==> config.mk <==
export PLATFORM = sky130hd
export DESIGN_NAME = instruction_fetch_unit
export DESIGN_NICKNAME = d
export VERILOG_FILES = /design/src/rtl/instruction_fetch_unit.sv
export SDC_FILE = /design/constraint.sdc
export NUM_CORES = 1
export LEC_CHECK = 0
export ABC_CLOCK_PERIOD_IN_PS = 3750
export CELL_PAD_IN_SITES_DETAIL_PLACEMENT = 1
export CELL_PAD_IN_SITES_GLOBAL_PLACEMENT = 1
export CORE_MARGIN = 4
export CORE_UTILIZATION = 36
export DETAILED_ROUTE_END_ITERATION = 12
export PLACE_DENSITY = 0.91
export SYNTH_ARGS = -nofsm -noshare
export SYNTH_HDL_FRONTEND = slang
export SYNTH_SLANG_ARGS = --single-unit
==> constraint.sdc <==
create_clock -name clk -period 3.75 [get_ports clk]
set_input_delay 0.375 -clock clk [delete_from_list [all_inputs] [get_ports clk]]
set_output_delay 0.375 -clock clk [all_outputs]
set_load 0.01 [all_outputs]
==> src/rtl/instruction_fetch_unit.sv <==
// Instruction fetch unit for the MIPS8 core: owns the PC, registers imem words and hands them to decode.
// Optional halt-on-sentinel detection is enabled by defining IFU_HALT_DETECT_EN.
module instruction_fetch_unit #(
   parameter int                     PC_WIDTH    = 8,
   parameter int                     INSTR_WIDTH = 16,
   parameter logic [PC_WIDTH-1:0]    START_ADDR  = 8'h00,
   parameter logic [INSTR_WIDTH-1:0] HALT_WORD   = 16'h0000
) (
   input  logic                   clk,
   input  logic                   reset,
   input  logic                   start,
   output logic [PC_WIDTH-1:0]    imem_addr,
   input  logic [INSTR_WIDTH-1:0] imem_data,
   output logic [INSTR_WIDTH-1:0] instr,
   output logic [PC_WIDTH-1:0]    instr_pc,
   output logic                   instr_valid,
   input  logic                   instr_ready,
   input  logic                   redirect,
   input  logic [PC_WIDTH-1:0]    redirect_addr,
   output logic                   halted
);

   typedef enum logic [1:0] {
      IDLE = 2'd0,
      RUN  = 2'd1,
      HALT = 2'd2
   } state_t;

   state_t                   state_q, state_d;
   logic [PC_WIDTH-1:0]      pc_q, pc_d;
   logic [INSTR_WIDTH-1:0]   instr_q, instr_d;
   logic [PC_WIDTH-1:0]      instr_pc_q, instr_pc_d;
   logic                     instr_valid_q, instr_valid_d;
   logic                     halted_q, halted_d;
   logic                     load;
   logic                     halt_hit;

`ifdef IFU_HALT_DETECT_EN
   assign halt_hit = (imem_data == HALT_WORD);
`else
   // Sentinel is an ordinary instruction here, so HALT is never entered.
   assign halt_hit = 1'b0;
`endif

   assign load        = !instr_valid_q || instr_ready;
   assign imem_addr   = pc_q;
   assign instr       = instr_q;
   assign instr_pc    = instr_pc_q;
   assign instr_valid = instr_valid_q;
   assign halted      = halted_q;

   always_comb begin
      state_d       = state_q;
      pc_d          = pc_q;
      instr_d       = instr_q;
      instr_pc_d    = instr_pc_q;
      instr_valid_d = instr_valid_q;
      halted_d      = halted_q;
      case (state_q)
         IDLE: begin
            if (start) begin
               state_d = RUN;
               pc_d    = START_ADDR;
            end
         end
         RUN: begin
            // Redirect and restart both flush the word in flight; redirect wins if both fire.
            if (redirect || start) begin
               pc_d          = redirect ? redirect_addr : START_ADDR;
               instr_valid_d = 1'b0;
            end else if (load) begin
               if (halt_hit) begin
                  instr_valid_d = 1'b0;
                  state_d       = HALT;
                  halted_d      = 1'b1;
               end else begin
                  instr_d       = imem_data;
                  instr_pc_d    = pc_q;
                  instr_valid_d = 1'b1;
                  pc_d          = pc_q + 1'b1;
               end
            end
         end
         HALT: begin
            instr_valid_d = 1'b0;
            if (start) begin
               state_d  = RUN;
               pc_d     = START_ADDR;
               halted_d = 1'b0;
            end
         end
         default: begin
            state_d = IDLE;
         end
      endcase
   end

   always_ff @(posedge clk or posedge reset) begin
      if (reset) begin
         state_q       <= IDLE;
         pc_q          <= START_ADDR;
         instr_q       <= '0;
         instr_pc_q    <= '0;
         instr_valid_q <= 1'b0;
         halted_q      <= 1'b0;
      end else begin
         state_q       <= state_d;
         pc_q          <= pc_d;
         instr_q       <= instr_d;
         instr_pc_q    <= instr_pc_d;
         instr_valid_q <= instr_valid_d;
         halted_q      <= halted_d;
      end
   end

endmodule

==> impl_metrics.json <==
{
  "grt_start_max_net_pins": 32,
  "grt_overflow": 0,
  "p_switching_w": 0.000292,
  "r2r-start": "state_q[0]$_DFFE_PP0P_",
  "synth-seq-cells": 34,
  "drt_wl_total_mm": 4.77,
  "r2r_cells": 2,
  "synth_nets": 152,
  "finalHoldViolations": 0,
  "dieArea_um2": 5550,
  "rsz0062_at_grt": "no",
  "yosysTopAreaCell": "dfrtp_1",
  "cpLargestDelayFamily": "simple AND/OR/NAND/NOR gates",
  "regToRegSetupSlack_ns": 1.72,
  "grt_antenna_before_repair": 0,
  "wl_per_cell_um": 20.2,
  "ys_seq_area_share_pct": 53.5,
  "layout_common_cells": "61 x clkdlybuf4s50_1, 34 x dfrtp_1, 21 x mux2_4",
  "worstSetupEndpointType": "flip-flop",
  "die_x_um": 74.5,
  "start_util_pct": 38.4,
  "port-buffer-count": 61,
  "drive_gt1_share_pct": 19.9,
  "maxCapViolCount": 0,
  "outcome": "complete, no violations",
  "die_h_um": 74.5,
  "dr_total_vias": 1283,
  "fin_crit_ns": 2.50,
  "post_dp_cell_area_um2": 2230,
  "grt_pass1_wl_mm": 7.51,
  "critPathKind": "in2reg",
  "cp_cell_sequence": "clkdlybuf4s50_1 > nor2_2 > nand3_2 > mux2_4",
  "intPower_w": 0.000797,
  "arrival_ns": 2.68,
  "pwr-share-comb_pct": 27.2,
  "hp-class": "reg2reg",
  "clkPwrFrac_pct": 29.9,
  "first_pass_iters": 4,
  "ios": 63,
  "clk-insertion-delay-late_ns": 0.29,
  "grt_usage_pct": 18.1,
  "timing.fmax_ghz": 0.399,
  "worst_setup_path_start_kind": "primary input",
  "path_clk_slew_ns": 0.07,
  "drt.antenna.violating_nets": 0,
  "p_per_area_nw_per_um2": 466,
  "routabilityCongestion": 0.855,
  "ctsResizeCount": 0,
  "drc": 0,
  "cts_buffers": 5,
  "period_share_pct": 66.8,
  "hpwl_mm": 3.42,
  "hold_buffers": 0,
  "drtIter0Drc": 45,
  "worst_pin_slew_ns": 0.954,
  "rows": 23,
  "relSlewSlack_pct": 36.4,
  "cts_sinks": 34,
  "critPathLaunch": "redirect",
  "cts_setup_buffers": 0,
  "setup_violations": 0,
  "cp_max_fo": 31,
  "crit_buf_inv": 1,
  "worst_path_max_delay_cell": "nand3_2",
  "antenna_cells": 0,
  "finalPower_w": 0.00109,
  "p_sw_share_pct": 26.8,
  "syn_avg_cell_area_um2": 13.0,
  "finish.instance_area_um2": 2340,
  "ir_drop_mv": 0.163,
  "hold_start": "instr_pc[7]$_DFFE_PP0P_",
  "via_per_inst": 5.44,
  "htreeDepth": 2,
  "crit_required_ns": 3.92,
  "p_leak_nw": 1.04,
  "r2r_end": "instr_pc[3]$_DFFE_PP0P_",
  "holdPathEnd": "instr_pc[7]$_DFFE_PP0P_",
  "synth_area_um2": 1590,
  "clockBufferDepth": 2,
  "cts_root_buffer": "clkbuf_8",
  "syn_inst": 122,
  "yosysUniqueCellTypes": 36,
  "core_area_um2": 4140,
  "nets": 215,
  "slowest_delay_ns": 0.74,
  "whs_path_depth": 2,
  "power_frac_seq_pct": 42.9,
  "synth_top_cells_by_area": "dfrtp_1 53%, mux2_4 20%, o2bb2ai_1 2.8%, nand2_1 2.1%, o21ai_0 1.6%",
  "maxSlewViolCount": 0,
  "syn2layout_area_growth_pct": 46.8,
  "finalSetupTns_ns": 0,
  "synth_warnings": 0,
  "finClkSkew_ns": 0.00588,
  "final_common_cell": "clkdlybuf4s50_1",
  "tritoncts": "yes",
  "synth_top_area_share_pct": 53.5,
  "grt_pass1_vias": 1415
}
## final cells by class
type	count	area [um2]
fill	420	1810
sequential	34	851
multi-input combinational	79	683
timing repair buffer	62	618
clock buffer	8	110
tap	50	62.6
inverter	3	11.3
## cell families after synthesis
kind of cell               after synthesis  share of synthesized area (%)
adders and majority gates                1                          0.786
AOI/OAI and AO/OA                       28                           11.8
buffers and inverters                    9                           3.62
muxes                                   23                           21.2
other                                    1                          0.236
and+or+nand+nor                         26                           8.89
DFF                                     34                           53.5
## through the flow
step | cells | hold WS [ns] | utilization (%) | setup slack [ns]
final | 236 | 0.493 | 56.4 | 1.25
after global routing | 236 | 0.528 | 56.4 | 1.08
after CTS | 236 | 0.495 | 56.4 | 1.25
after detailed placement | 228 | 0.480 | 53.7 | 0.942
after global placement | 228 | 0.473 | 53.7 | 1.09
after floorplan | 122 | 0.487 | - | 2.37
## worst min-delay path, stage by stage, from the launching register on
cell     delay (ns)
dfrtp_1        0.34
nand2_1        0.05
o21ai_0        0.06
## sequential cells by signal (all words and copies together) (netlist names)
register / cells
instr_pc: 8
instr: 16
imem_addr: 8
state_q: 1
instr_valid: 1
## synthesized netlist by cell type
cell       count
a31oi_1        2
a22oi_1        3
nor3_1         2
nand3_1        1
a22o_1         1
and4_1         1
or2_1          1
nor4_1         1
buf_6          2
nand2b_1       1
nand3_2        1
a21oi_2        1
mux2_2         2
nor3b_1        1
o22ai_1        1
a21o_1         1
o2bb2ai_1      5
nor2_1         2
nor2_2         1
dfrtp_1       34
inv_1          3
nand2_1        9
o21ai_2        1
o21ai_0        5
or3b_1         1
buf_2          1
o21ai_1        5
a32oi_1        1
conb_1         1
mux2_4        21
ha_1           1
or2_2          1
and3_1         3
buf_4          2
a21oi_1        2
clkbuf_1       1
## power by group through the flow
stage | Clock (W) | Sequential [W] | Combinational, W
final | 0.000325 | 0.000467 | 0.000296
after global routing | 0.000345 | 0.000473 | 0.000314
after CTS | 0.000330 | 0.000466 | 0.000301
after detailed placement | 0 | 0.000471 | 0.000298
after global placement | 0 | 0.000465 | 0.000286
after floorplan | 0 | 0.000488 | 0.000106
## worst max path at each step
stage                     cells after the start                  endpoint
after floorplan                               5  imem_addr[6]$_DFFE_PP0P_
after global placement                        4   instr_pc[4]$_DFFE_PP0P_
after detailed placement                      4   instr_pc[3]$_DFFE_PP0P_
after CTS                                     4   instr_pc[3]$_DFFE_PP0P_
after global routing                          4      instr[3]$_DFFE_PP0P_
final                                         4   instr_pc[3]$_DFFE_PP0P_
## layer usage
metal	global-route usage, %	up-vias	routed length, um
li1	-	566	-
met5	0	-	0
met4	6.72	0	78
met1	22.2	642	2000
met2	30.4	67	2350
met3	4.86	8	343
Note: power is estimated with default switching activity, not from simulation.
